--- src/rtl/simple_pkg.sv ---
// Shared fetch/decode definitions: command encodings, HLT field values, fetch FSM states.
package simple_pkg;

  localparam logic [15:0] NOP_CMD   = 16'hC0E0;
  localparam logic [1:0]  HLT_CLASS = 2'b11;
  localparam logic [3:0]  HLT_FUNC  = 4'b1111;

  typedef enum logic [1:0] {
    ST_IDLE = 2'd0,
    ST_RUN  = 2'd1,
    ST_HALT = 2'd2
  } fetch_state_e;

  typedef enum logic [1:0] {
    HIST_HOLD       = 2'd0,
    HIST_LOAD_INSTR = 2'd1,
    HIST_LOAD_NOP   = 2'd2
  } hist_ctrl_e;

  function automatic logic is_hlt(input logic [15:0] instr);
    return (instr[15:14] == HLT_CLASS) && (instr[7:4] == HLT_FUNC);
  endfunction

endpackage

--- src/rtl/cmd_history.sv ---
// Three-deep command history plus the address of the command currently in decode.
module cmd_history
  import simple_pkg::*;
#(
  parameter int PC_WIDTH = 16
) (
  input  logic                clk,
  input  logic                rst,
  input  hist_ctrl_e          ctrl,
  input  logic [15:0]         instr,
  input  logic [PC_WIDTH-1:0] instr_pc,
  output logic [15:0]         cmd,
  output logic [15:0]         before_cmd,
  output logic [15:0]         two_before_cmd,
  output logic [PC_WIDTH-1:0] cmd_pc
);

  logic [15:0]         cmd_r;
  logic [15:0]         before_cmd_r;
  logic [15:0]         two_before_cmd_r;
  logic [PC_WIDTH-1:0] cmd_pc_r;

  // History shift register; a NOP insertion keeps cmd_pc at the last real instruction
  always_ff @(posedge clk) begin
    if (rst) begin
      cmd_r            <= NOP_CMD;
      before_cmd_r     <= NOP_CMD;
      two_before_cmd_r <= NOP_CMD;
      cmd_pc_r         <= {PC_WIDTH{1'b0}};
    end else begin
      case (ctrl)
        HIST_LOAD_INSTR: begin
          cmd_r            <= instr;
          before_cmd_r     <= cmd_r;
          two_before_cmd_r <= before_cmd_r;
          cmd_pc_r         <= instr_pc;
        end
        HIST_LOAD_NOP: begin
          cmd_r            <= NOP_CMD;
          before_cmd_r     <= cmd_r;
          two_before_cmd_r <= before_cmd_r;
        end
        default: begin
          cmd_r            <= cmd_r;
          before_cmd_r     <= before_cmd_r;
          two_before_cmd_r <= two_before_cmd_r;
          cmd_pc_r         <= cmd_pc_r;
        end
      endcase
    end
  end

  assign cmd            = cmd_r;
  assign before_cmd     = before_cmd_r;
  assign two_before_cmd = two_before_cmd_r;
  assign cmd_pc         = cmd_pc_r;

endmodule

--- src/rtl/fetch_unit.sv ---
// Instruction fetch stage: PC, start/run/halt control and command history for decode.
// Optional performance counters are built when FETCH_PERF_CNT_EN is defined.
module fetch_unit
  import simple_pkg::*;
#(
  parameter int                  PC_WIDTH = 16,
  parameter logic [PC_WIDTH-1:0] RESET_PC = {PC_WIDTH{1'b0}}
) (
  input  logic                clk,
  input  logic                rst,
  input  logic                start,
  input  logic                stall,
  input  logic                PC_load,
  input  logic [PC_WIDTH-1:0] pc_target,
  output logic [PC_WIDTH-1:0] imem_addr,
  input  logic [15:0]         imem_rdata,
  output logic [15:0]         COMMAND,
  output logic [15:0]         BeforeCOMMAND,
  output logic [15:0]         TwoBeforeCOMMAND,
  output logic [PC_WIDTH-1:0] cmd_pc,
  output logic                halted,
  output logic [31:0]         perf_fetch_cnt,
  output logic [31:0]         perf_stall_cnt
);

  fetch_state_e        state_r;
  fetch_state_e        next_state_s;
  hist_ctrl_e          hist_ctrl_s;
  logic [PC_WIDTH-1:0] pc_r;
  logic [PC_WIDTH-1:0] pc_next_s;
  logic                halted_r;

  // State, PC and halt flag registers
  always_ff @(posedge clk) begin
    if (rst) begin
      state_r  <= ST_IDLE;
      pc_r     <= RESET_PC;
      halted_r <= 1'b0;
    end else begin
      state_r  <= next_state_s;
      pc_r     <= pc_next_s;
      halted_r <= (next_state_s == ST_HALT);
    end
  end

  // Next-state logic; a redirect suppresses HLT detection
  always_comb begin
    next_state_s = state_r;
    case (state_r)
      ST_IDLE: begin
        if (start) next_state_s = ST_RUN;
        else       next_state_s = ST_IDLE;
      end
      ST_RUN: begin
        if (!PC_load && !stall && is_hlt(imem_rdata)) next_state_s = ST_HALT;
        else                                          next_state_s = ST_RUN;
      end
      ST_HALT: begin
        if (start) next_state_s = ST_RUN;
        else       next_state_s = ST_HALT;
      end
      default: next_state_s = ST_IDLE;
    endcase
  end

  // PC update and history control
  always_comb begin
    pc_next_s   = pc_r;
    hist_ctrl_s = HIST_HOLD;
    case (state_r)
      ST_IDLE: begin
        hist_ctrl_s = HIST_LOAD_NOP;
      end
      ST_RUN: begin
        if (PC_load) begin
          pc_next_s   = pc_target;
          hist_ctrl_s = HIST_LOAD_NOP;
        end else if (stall) begin
          hist_ctrl_s = HIST_HOLD;
        end else begin
          pc_next_s   = pc_r + {{(PC_WIDTH-1){1'b0}}, 1'b1};
          hist_ctrl_s = HIST_LOAD_INSTR;
        end
      end
      ST_HALT: begin
        hist_ctrl_s = HIST_LOAD_NOP;
        if (PC_load) pc_next_s = pc_target;
        else         pc_next_s = pc_r;
      end
      default: begin
        pc_next_s   = pc_r;
        hist_ctrl_s = HIST_LOAD_NOP;
      end
    endcase
  end

  cmd_history #(
    .PC_WIDTH(PC_WIDTH)
  ) u_cmd_history (
    .clk           (clk),
    .rst           (rst),
    .ctrl          (hist_ctrl_s),
    .instr         (imem_rdata),
    .instr_pc      (pc_r),
    .cmd           (COMMAND),
    .before_cmd    (BeforeCOMMAND),
    .two_before_cmd(TwoBeforeCOMMAND),
    .cmd_pc        (cmd_pc)
  );

  assign imem_addr = pc_r;
  assign halted    = halted_r;

`ifdef FETCH_PERF_CNT_EN
  logic        fetch_inc_s;
  logic        stall_inc_s;
  logic [31:0] fetch_cnt_r;
  logic [31:0] stall_cnt_r;

  assign fetch_inc_s = (hist_ctrl_s == HIST_LOAD_INSTR);
  assign stall_inc_s = (state_r == ST_RUN) && stall && !PC_load;

  // Saturating fetch and stall counters
  always_ff @(posedge clk) begin
    if (rst) begin
      fetch_cnt_r <= 32'd0;
      stall_cnt_r <= 32'd0;
    end else begin
      if (fetch_inc_s && (fetch_cnt_r != 32'hFFFF_FFFF)) fetch_cnt_r <= fetch_cnt_r + 32'd1;
      if (stall_inc_s && (stall_cnt_r != 32'hFFFF_FFFF)) stall_cnt_r <= stall_cnt_r + 32'd1;
    end
  end

  assign perf_fetch_cnt = fetch_cnt_r;
  assign perf_stall_cnt = stall_cnt_r;
`else
  assign perf_fetch_cnt = 32'd0;
  assign perf_stall_cnt = 32'd0;
`endif

endmodule

--- config.mk ---
export PLATFORM = sky130hd
export DESIGN_NAME = fetch_unit
export DESIGN_NICKNAME = d
export VERILOG_FILES = /design/src/rtl/simple_pkg.sv /design/src/rtl/cmd_history.sv /design/src/rtl/fetch_unit.sv
export SDC_FILE = /design/constraint.sdc
export NUM_CORES = 1
export LEC_CHECK = 0
export ABC_CLOCK_PERIOD_IN_PS = 2200
export BUFFER_PORTS_ARGS = -buffer_cell sky130_fd_sc_hd__buf_2
export CAP_MARGIN = 20
export CORE_AREA = 8 8 103 114
export CTS_CLUSTER_SIZE = 10
export DETAILED_ROUTE_END_ITERATION = 10
export DIE_AREA = 0 0 111 122
export PLACE_DENSITY = 0.7
export REMOVE_ABC_BUFFERS = 1
export SLEW_MARGIN = 0
export SYNTH_ARGS = -nofsm -noshare
export SYNTH_HDL_FRONTEND = slang
export SYNTH_SLANG_ARGS = --single-unit
--- constraint.sdc ---
create_clock -name clk -period 2.2 [get_ports clk]
set_clock_uncertainty 0.1 [all_clocks]
set_input_delay 0 -clock clk [delete_from_list [all_inputs] [get_ports clk]]
set_output_delay 0 -clock clk [all_outputs]
set_load 0.02 [all_outputs]
Yosys cells after proc, flatten, opt, wreduce, memory -nomap -nowiden. Index checks and enable logic that the tools add are counted.

Memory bits (writable): 0. Logic and storage cells: 39. Bits in registers: 83. Memories kept: 0. Bits in latches: 0. Input bits: 37. ROM bits: 0.

Multiplexer cells: 12. $lt $le $gt $ge: 0. Bitwise gates (word level): 0. $add $sub $neg: 1. Div/mod/pow operators: 0. Equal/unequal tests: 9. Reduce and logical (&&, ||, !) cells: 10. Multiply operators: 0. Shift-type cells: 0.

Operator list (number): case mux 16 bit (2 select lines) (2); 2-to-1 mux 16 bit (3); adder 16 x 1 -> 16 bit (second input constant) (1); == test 2 bit (second input constant) (4); 2-to-1 mux 2 bit (4); case mux 2 bit (3 select lines) (1); == test 2 x 1 -> 1 bit (second input constant) (2); == test 4 bit (second input constant) (1); nonzero test 2 bit (2); logical AND 1 bit (3); != test 3 bit (second input constant) (1); AND reduction 3 bit (1); zero test 1 bit (2); zero test 2 bit (1); 2-to-1 mux 1 bit (2); != test 2 bit (second input constant) (1); OR reduction 2 bit (1).

Logic depth before layout (Yosys ltp). Gate-level depths: netlist (run 1).

Depth after elaboration: 6. Gate-level depth with buffers: 10.

Hierarchy. Synthesis (run 1) repeated with hierarchy kept, for this count alone.

Cell total of the unflattened synthesis: 459. Area, all modules: 4154.0 um^2.

Modules (own cells, without submodules): cmd_history (cells each 232, area an instance 2386.0 um^2, instances 1); fetch_unit (cells each 227, area an instance 1767.9 um^2, instances 1).

Worst setup path before layout (run 1). No wires, ideal clock.

Kind: reg-to-reg. From: register state_r[0]. To: register u_cmd_history.before_cmd_r[10], in the netlist u_cmd_history.before_cmd[10]. Arrival: 2142 ps. Library setup time: 128 ps. Setup slack: -170 ps. Data required time: 1972 ps. Path buffers: 3. Cell stages (with the launch flop): 10. Path through: dfxtp_1 nor2b_1 nand2_1 inv_2 ha_1 clkbuf_1 clkbuf_1 buf_2 mux2i_1 nor2_1.

Cells in the longest elaborated chain, start to end: 4. Elaborated cells between the ends (all ways): 5.

RTL lines: start: declaration (line fetch_unit.sv:26) `fetch_state_e state_r;`; start signal: assignment (line fetch_unit.sv:40) `state_r <= next_state_s;`; == test 2 x 1 -> 1 bit * (line fetch_unit.sv:70) `case (state_r)`; 2-to-1 mux 2 bit * (line fetch_unit.sv:70); == test 2 x 1 -> 1 bit or == test 2 bit (tied branches) (line cmd_history.sv:31) `case (ctrl)`; OR reduction 2 bit (no source line) *; end signal: assignment (line cmd_history.sv:34) `before_cmd_r <= cmd_r;`; end signal: assignment (line cmd_history.sv:40) `before_cmd_r <= cmd_r;`; end signal: assignment (line cmd_history.sv:45) `before_cmd_r <= before_cmd_r;`; end: declaration (line cmd_history.sv:19) `logic [15:0] before_cmd_r;`.

Mark *: on every way between the ends. The rest lies on a longest branch, timed or not. A chain may end at the register's enable or synchronous reset.

Worst setup path in the final report (run 1).
From: register pc_r[10], in the netlist imem_addr[10]. To: register pc_r[15], in the netlist imem_addr[15].

Cells in the longest elaborated chain, start to end: 4.

RTL lines: start: declaration (line fetch_unit.sv:29) `logic [PC_WIDTH-1:0] pc_r;`; start signal: assignment (line fetch_unit.sv:41) `pc_r <= pc_next_s;`; adder 16 x 1 -> 16 bit (line fetch_unit.sv:81) `pc_next_s = pc_r + {{(PC_WIDTH-1){1'b0}}, 1'b1};`; 2-to-1 mux 16 bit (line fetch_unit.sv:78) `end else if (stall) begin`; 2-to-1 mux 16 bit (line fetch_unit.sv:75) `if (PC_load) begin`; case mux 16 bit (2 select lines) (line fetch_unit.sv:70).

No other way between the ends. The select of a mux whose other input is x is not followed.

==> results.ini, run 1 <==
[setup_path]
path_class=flip-flop to flip-flop
cp-startpoint=imem_addr[10]$_SDFFE_PP0P_
crit_slowest_cell=dfxtp_1
cp_common_cell=or4_1
crit_chain=and4_1 > nand2_1 > or4_1 > or4_1 > a31oi_1
required_ns=2.38
worstSetupEndpointType=flip-flop
worstSetupStartpointType=flip-flop
arrival_ns=2.22
cp_max_fo=8
r2r-start=imem_addr[10]$_SDFFE_PP0P_
cp_slowest_stage_delay_ns=0.50

[placement]
dp.cells=660
io_buffers=117
dp_hpwl_um=7930
gp_congestion=0.907

[final_layout]
seq_area_sq_um=1660
fillers=907
finish.utilization=0.511
multi_input_area_sq_um=1850
diodes=0
fin_nets=625
final_cell_count_no_fill=710
area_delta_synth_final_pct=29.1
drive_above_1_share=0.263

[pwr]
ir_drop_v=0.000360
power_leakage_uw=0.00220
internal-power_uw=2440
p_comb_frac=0.161
clkPwrFrac=0.366
power.switching_uw=927
pwr-share-seq=0.473
pwr_density_cell_nw_per_um2=677
sw_frac_of_total=0.275
finalPower_uw=3370

[synth]
synthArstFlopShare=0
ys_ff_latch=83
synth-xor-area-share=0
synth_ff_type=dfxtp_1
synth_compound_area_frac=0.134
synth_adder_area_share=0.00974
synthMuxAreaShare=0.101
synth_edf_count=0
syn_area_sq_um=3850
synthSimpleGateAreaFrac=0.170
netlist_instances=431
synth_top_family_by_area=simple AND/OR/NAND/NOR gates
yosysSeqAreaShare=0.431
synthDistinctLibCells=45
yosys_warnings=0
syn_area_per_cell_sq_um=8.94

[global_route]
grt_overflow_total=0
grtUsageTotal=0.153
grt_pass1_wl_um=17400
grt_pass1_vias=3557
grt_max_degree=42
grt_antenna_before_repair=0

[clock_network]
clock_path_buffers=2
tritoncts=done
clk_pin_slew_ns=0.08
cts.sinks=83
cts_root_buf=clkbuf_8
cts_buffers=9
clkLatencyLatePin_ns=0.35
ctsHtreeMaxLevel=3

[min_path]
hold_path_startpoint=stall
hold_class=primary input to flip-flop

[detailed_routing]
vias=3437
ant_nets=0
initialDrtViolationCount=130
first_pass_iters=4
viasPerCell=4.84
wl_per_cell_um=15.0
wirelength_um=10700
drc=0

[sta]
fin_setup_tns_ns=0
slew_headroom=0.493
hold_ws_ns=0.0490
slew_viol_final=0
min_period_over_period=0.926
fmax_mhz=491
layout_min_cycle_time_ns=2.04
tightest_slew_ns=0.757
hold_violations=0
setup_viol=0
grt_setup_unrepaired=false

[die]
fp.dieW_um=111
die_h_um=122
dieArea_sq_um=13500
ioPinCount=182
start_util=0.396
rows=38
core_sq_um=9750

[outcome]
status=finished clean

[flow_run]
maxCapViolations=0

-- power groups by stage --
stage	sequential, uW	combinational [uW]	clock (uW)
floorplan	1680	259	0
global placement	1620	482	0
detailed placement	1630	490	0
CTS	1590	537	1270
global route	1600	588	1350
finish	1590	543	1230
-- final cells by class --
class / instances / share of cell area
multi-input combinational: 319 / 0.371
sequential: 83 / 0.334
timing repair buffer: 168 / 0.217
clock buffer: 11 / 0.0304
tap: 120 / 0.0302
clock inverter: 5 / 0.0151
inverter: 4 / 0.00302
-- synth_stat cells (2+ instances only) --
master | number | area, sq um
dfxtp_1 | 83 | 1660
buf_4 | 64 | 480
nor2_1 | 60 | 225
mux2i_1 | 39 | 390
nand2_1 | 20 | 75.1
clkbuf_1 | 18 | 67.6
a22oi_1 | 16 | 120
nor2b_1 | 13 | 81.3
nand2b_1 | 11 | 68.8
nand3_1 | 11 | 55.1
a211o_1 | 10 | 87.6
a21oi_1 | 10 | 50.1
o21ai_0 | 7 | 35.0
o22ai_1 | 7 | 43.8
a31oi_1 | 5 | 31.3
nor3_1 | 5 | 25.0
o21ai_1 | 5 | 25.0
a21o_1 | 3 | 22.5
buf_1 | 3 | 11.3
buf_2 | 3 | 15.0
ha_1 | 3 | 37.5
inv_2 | 3 | 11.3
nand4_1 | 3 | 18.8
or3_1 | 3 | 18.8
or4_1 | 3 | 22.5
a22o_1 | 2 | 17.5
a311oi_1 | 2 | 17.5
and3_1 | 2 | 12.5
-- repair_timing --
action                                  CTS  global route
hold endpoints to repair                 41             0
gates resized for setup                   0             1
hold buffers                             34             0
endpoints found under the setup margin    0             6
setup buffers                             0             0
-- worst max-delay path, delay by kind of cell, from the launching register on --
kind            cells  cell delay, ns
compound gates      1            0.17
flops               1            0.50
simple gates        4            1.19
-- per-stage QoR --
| step | setup slack [ns] | instance area (sq um) |
|---|---|---|
| floorplan | -0.802 | 3520 |
| finish | 0.164 | 4980 |
| detailed placement | 0.157 | 4410 |
| CTS | 0.151 | 4970 |
| global route | 0.0767 | 4980 |
| global placement | 0.224 | 4410 |
-- flip-flops by register name, summed over array words and instances (netlist names) --
name	flops
halted	1
imem_addr	16
state_r	2
u_cmd_history.before_cmd	16
u_cmd_history.cmd	16
u_cmd_history.cmd_pc	16
u_cmd_history.two_before_cmd	16
-- kinds of logic (layout without fill, tap and decap cells) --
logic type	Yosys count	count (layout)
compound gates	75	75
buf+inv	92	188
mux	39	39
fa+ha+maj	3	3
other cells	1	64
simple gates	138	138
flops	83	83
-- routing by layer --
metal / track usage / up-vias / share of wire
met3: 0.0733 / 6 / 0.10
met1: 0.168 / 1606 / 0.40
met4: 0.0473 / 0 / 0.0073
met2: 0.259 / 151 / 0.49
li1: - / 1674 / -
met5: 0 / - / 0
-- cells in the final DEF (no fill, tap or decap), drive strengths merged, types with 5 or more instances in the layout --
cell type	instances
a211o	10
a21oi	10
a22oi	16
a31oi	5
buf	134
clkbuf	11
conb	64
dfxtp	83
dlygate4sd3	34
mux2i	39
nand2	20
nand2b	11
nand3	11
nor2	60
nor2b	13
nor3	5
o21ai	12
o22ai	7
-- final timing paths --
kind                                                  endpoint  slack (ns)  cells after the start
setup reg to reg                    imem_addr[15]$_SDFFE_PP0P_        0.16                      5
setup / recovery                    imem_addr[15]$_SDFFE_PP0P_        0.16                      5
hold / removal                               halted$_SDFF_PP0_        0.05                      5
hold reg to reg   u_cmd_history.two_before_cmd[7]$_SDFFE_PP1P_        0.36                      1
Note: power is estimated with default switching activity, not from simulation.
==> inputs of run 2 (changes only) <==
Settings changed: ABC_AREA set to 1, CORE_AREA 8 8 103 114 to 8 8 104 116, DIE_AREA 0 0 111 122 to 0 0 112 124, MAX_ROUTING_LAYER set to met4.
==> run 2 against run 1 <==
Maximum frequency is 1.3% higher. Synthesized cell count is 27% higher. Final cell count is 16% higher. Combinational power is 12% higher. Non-clock buffer count is 7 lower. Hold slack worse by 0.0062 ns. Via count is 8.4% higher. Sequential share of layout area is 0.51 points lower. Critical path depth is 5 higher.
==> results.ini, run 2 <==
[outcome]
status=finished clean

[synth]
ys_top_cells_by_count=nand2_1, nor2_1, dfxtp_1
yosys_warnings=0
synth.most_common_cell=nand2_1
synth_ff_type=dfxtp_1
netlist_instances=549
yosysTopAreaCellShare=0.421
synth_edf_count=0
synthArstFlopShare=0
syn_area_per_cell_sq_um=7.19
yosys.area.top_type=dfxtp_1
synth_area_leaders=dfxtp_1, buf_4, nand2_1, nor2_1, o21ai_0
yosysSeqAreaShare=0.421
synthDistinctLibCells=28
syn_area_sq_um=3950
ys_ff_latch=83

[pwr]
ir_drop_v=0.000267
finalPower_uw=3820
power_leakage_uw=0.00249
pwr_density_cell_nw_per_um2=755

[die]
start_util=0.389
die_h_um=124
core_sq_um=10100
dieArea_sq_um=13900
fp.dieW_um=112
ioPinCount=182
rows=39

[clock_network]
cts_buffers=9
clock_path_buffers=2
clkLatencyLatePin_ns=0.33
cts_root_buf=clkbuf_16
clk_pin_slew_ns=0.06
ctsHtreeMaxLevel=3
cts.sinks=83
post-cts-setup-buffers=0
tritoncts=done
postCtsResizedCells=0

[global_route]
grt_max_degree=44
grt_overflow_total=0
grt_pass1_wl_um=17800
grt_antenna_before_repair=0
grt_pass1_vias=3728
grtUsageTotal=0.161

[sta]
slew_viol_final=0
layout_min_cycle_time_ns=2.01
setup_viol=0
fmax_mhz=497
hold_violations=0
fin_setup_tns_ns=0
setup_slack_ns=0.189
min_period_over_period=0.914
grt_setup_unrepaired=false

[final_layout]
layout_commonest_cell=buf_2
final_cell_count_no_fill=821
fin_nets=734
drive_above_1_share=0.225
diodes=0
seq_area_sq_um=1660
fillers=988
layout_common_cells=buf_2, nand2_1, nor2_1, dfxtp_1, conb_1
finish.utilization=0.498
area_delta_synth_final_pct=28.1
multi_input_area_sq_um=1800

[placement]
dp_hpwl_um=7950
dp.cells=772
io_buffers=117
gp_congestion=0.851
dp_slack_ns=0.189

[detailed_routing]
ant_nets=0
vias=3727
first_pass_iters=4
viasPerCell=4.54
wl_per_cell_um=13.3
drc=0
initialDrtViolationCount=216
wirelength_um=10900

[flow_run]
maxCapViolations=0

[setup_path]
required_ns=2.32
path_class=flip-flop to flip-flop
cp_max_fo=43
worstSetupEndpointType=flip-flop
arrival_ns=2.13
worstSetupStartpointType=flip-flop

[min_path]
hold_class=primary input to flip-flop

[run 2: worst paths after layout]
path | from | to | slack, ns | depth (start not counted)
worst min register to register | u_cmd_history.two_before_cmd[6]$_SDFFE_PP1P_ | u_cmd_history.two_before_cmd[6]$_SDFFE_PP1P_ | 0.37 | 2
worst max-delay path | state_r[0]$_SDFF_PP0_ | u_cmd_history.before_cmd[10]$_SDFFE_PP0P_ | 0.19 | 10
worst max register to register | state_r[0]$_SDFF_PP0_ | u_cmd_history.before_cmd[10]$_SDFFE_PP0P_ | 0.19 | 10
worst min-delay path | stall | state_r[0]$_SDFF_PP0_ | 0.04 | 5
[run 2: through the flow]
step / cell area [sq um] / hold slack [ns]
2_1_floorplan: 3580 / -0.0309
3_3_place_gp: 4410 / 0.141
3_5_place_dp: 4410 / 0.148
4_1_cts: 5050 / 0.0382
5_1_grt: 5050 / 0.115
6_report: 5050 / 0.0428
[run 2: logic make-up after synthesis]
kind of cell | Yosys count | synth area share
xor gates and xnor gates | 2 | 0.00444
other | 1 | 0.000950
AOI/OAI and AO/OA | 100 | 0.132
DFF | 83 | 0.421
and+or+nand+nor | 239 | 0.250
adders and majority gates | 3 | 0.00951
buffers and inverters | 121 | 0.182
[run 2: power breakdown]
group          leakage, uW  switching [uW]  total [uW]  internal, uW
Combinational      0.00166             414         610           196
Sequential        0.000676            53.5        1630          1580
Clock             0.000152             592        1580           986
[run 2: routing by layer]
| layer | part of all wire | track usage | wire length (um) | up-vias |
|---|---|---|---|---|
| met3 | 0.084 | 0.0567 | 923 | 18 |
| met4 | 0.019 | 0.0667 | 212 | 0 |
| li1 | - | - | - | 1915 |
| met1 | 0.42 | 0.177 | 4640 | 1655 |
| met5 | 0 | - | 0 | - |
| met2 | 0.47 | 0.266 | 5170 | 139 |
[run 2: layout make-up]
type | instances | area share
Timing Repair Buffer | 161 | 0.200
Clock buffer | 10 | 0.0453
Sequential cell | 83 | 0.329
Tap cell | 123 | 0.0304
Multi-Input combinational cell | 408 | 0.356
Clock inverter | 5 | 0.0156
Inverter | 31 | 0.0230
[run 2: critical path, cell delays in order (launching register included)]
cell	delay, ns
dfxtp_1	0.37
inv_2	0.06
nor2_2	0.14
inv_1	0.07
nor2_1	0.12
inv_1	0.07
nor2_1	0.13
ha_1	0.28
buf_4	0.26
o21ai_0	0.22
nor2_1	0.06
[run 2: repair_timing]
item | in CTS | in global routing
setup endpoints to repair | 0 | 0
endpoints found under the hold margin | 35 | 0
hold buffers | 34 | 0
==> inputs of run 3 (changes only) <==
Settings changed: CORE_AREA 8 8 104 116 to 8 8 111 123, DIE_AREA 0 0 112 124 to 0 0 119 131, PLACE_DENSITY 0.7 to 0.62.
==> run 3 against run 2 <==
Largest cell class unchanged. Largest power group unchanged. Combinational power grew 1%. Clock power about the same. Wire length up 4.9%.
==> results.ini, run 3 (same netlist as run 2, synthesis figures left out) <==
[outcome]
status=finished clean

[sta]
setup_viol=0
hold_violations=0
slew_viol_final=0
fin_setup_tns_ns=0
fmax_mhz=509
grt_setup_unrepaired=false
min_period_over_period=0.892
hold_ws_ns=0.0267
layout_min_cycle_time_ns=1.96

[clock_network]
cts.sinks=83
clock_path_buffers=2
cts_buffers=9
cts_root_buf=clkbuf_16
post-cts-setup-buffers=0
ctsHtreeMaxLevel=3
tritoncts=done
clkLatencyLatePin_ns=0.33
clk_pin_slew_ns=0.06

[global_route]
grt_antenna_before_repair=0
grtUsageTotal=0.149
grt_overflow_total=0
grt_max_degree=38
grt_pass1_vias=3605
grt_pass1_wl_um=18400

[pwr]
ir_drop_v=0.000319
pwr_density_cell_nw_per_um2=752
power_leakage_uw=0.00249

[setup_path]
cp_slowest_stage_delay_ns=0.35
r2r-start=state_r[0]$_SDFF_PP0_
crit_chain=inv_2 > nor2_2 > inv_1 > nor2_1 > inv_1 > nor2_1 > ha_1 > nor2_2 > buf_6 > nand2_1 > a21oi_1
cp_max_fo=11
r2r_slack_ns=0.24
crit_slowest_cell=dfxtp_2
path_class=flip-flop to flip-flop
arrival_ns=2.12
timing.rr.end=u_cmd_history.cmd[10]$_SDFFE_PP0P_
required_ns=2.35
worstSetupEndpointType=flip-flop
worstSetupStartpointType=flip-flop
reg2regPathDepth=11

[placement]
io_buffers=117
gp_congestion=0.915
dp_hpwl_um=8500
dp.cells=805
dpl_cell_area_sq_um=4460

[detailed_routing]
top_layer=met4
ant_nets=0
dr_wl_met3_um=694
drc=0
first_pass_iters=5
vias=3769
wirelength_um=11500
viasPerCell=4.41
initialDrtViolationCount=253
dr_wl_met2_um=5590
wl_per_cell_um=13.5
wl_met1_um=4930

[final_layout]
diodes=0
layout_commonest_cell=buf_2
fin_nets=735
fillers=1216
area_delta_synth_final_pct=29.7
finish.utilization=0.437
fin_area_sq_um=5120
layout_common_cells=buf_2, nand2_1, nor2_1, dfxtp_1, conb_1
drive_above_1_share=0.233
final_cell_count_no_fill=854

[die]
dieArea_sq_um=15600
ioPinCount=182
die_h_um=131
core_sq_um=11700
start_util=0.337
fp.dieW_um=119
rows=42

[min_path]
hold_depth=4
worstHoldEndpoint=u_cmd_history.cmd[14]$_SDFFE_PP1P_
hold_class=primary input to flip-flop
hold_path_startpoint=rst

[flow_run]
maxCapViolations=0

==> run 3: changes by cell type in the layout (fill, tap and decap cells not counted), sizes merged <==
| cell | previous run | this run |
|---|---|---|
| clkinvlp | 0 | 3 |
| buf | 127 | 129 |
| clkbuf | 10 | 9 |
| clkinv | 3 | 2 |
| dlygate4sd3 | 34 | 33 |
==> run 3: final cells by class <==
class | count | area (sq um) | share of cell area
clock buffer | 9 | 225 | 0.0440
multi-input combinational | 408 | 1800 | 0.352
tap | 154 | 193 | 0.0376
timing repair buffer | 162 | 1030 | 0.200
sequential | 83 | 1660 | 0.325
inverter | 31 | 116 | 0.0227
clock inverter | 7 | 92.6 | 0.0181
==> run 3: what timing repair did <==
action	in CTS	in global routing
hold buffers	33	0
endpoints found under the setup margin	0	37
endpoints found under the hold margin	35	0
gates resized for setup	0	5
==> run 3: worst max-delay path by stage <==
stage / from / end / slack (ns) / cells after the start
after floorplan: state_r[0]$_SDFF_PP0_ / u_cmd_history.cmd[14]$_SDFFE_PP1P_ / -0.38 / 11
after global placement: state_r[0]$_SDFF_PP0_ / u_cmd_history.cmd[1]$_SDFFE_PP0P_ / 0.23 / 11
after detailed placement: state_r[0]$_SDFF_PP0_ / u_cmd_history.cmd[10]$_SDFFE_PP0P_ / 0.13 / 11
after CTS: state_r[0]$_SDFF_PP0_ / u_cmd_history.cmd[10]$_SDFFE_PP0P_ / 0.12 / 11
after global routing: state_r[0]$_SDFF_PP0_ / u_cmd_history.cmd[10]$_SDFFE_PP0P_ / 0.004 / 11
final: state_r[0]$_SDFF_PP0_ / u_cmd_history.cmd[10]$_SDFFE_PP0P_ / 0.24 / 11
==> run 3: worst max-delay path: cells and delay by family (launching register included) <==
family | cells | cell delay, ns
flops | 1 | 0.35
simple gates | 5 | 0.60
buf+inv | 4 | 0.36
compound gates | 1 | 0.14
fa+ha+maj | 1 | 0.31
==> run 3: routing by layer <==
layer	track usage	vias to the layer above
met5	-	-
met3	0.0357	20
met2	0.240	131
li1	-	1924
met4	0.0730	0
met1	0.172	1694
==> run 3: per-stage QoR <==
step                setup slack (ns)  power, uW
finish                         0.237       3850
global placement               0.232       2220
floorplan                     -0.385       2020
CTS                            0.115       3890
detailed placement             0.133       2230
global route                 0.00404       4050
==> run 3: power by group <==
part,switching (uW),internal [uW]
Sequential,57.8,1580
Clock,612,989
Combinational,416,201
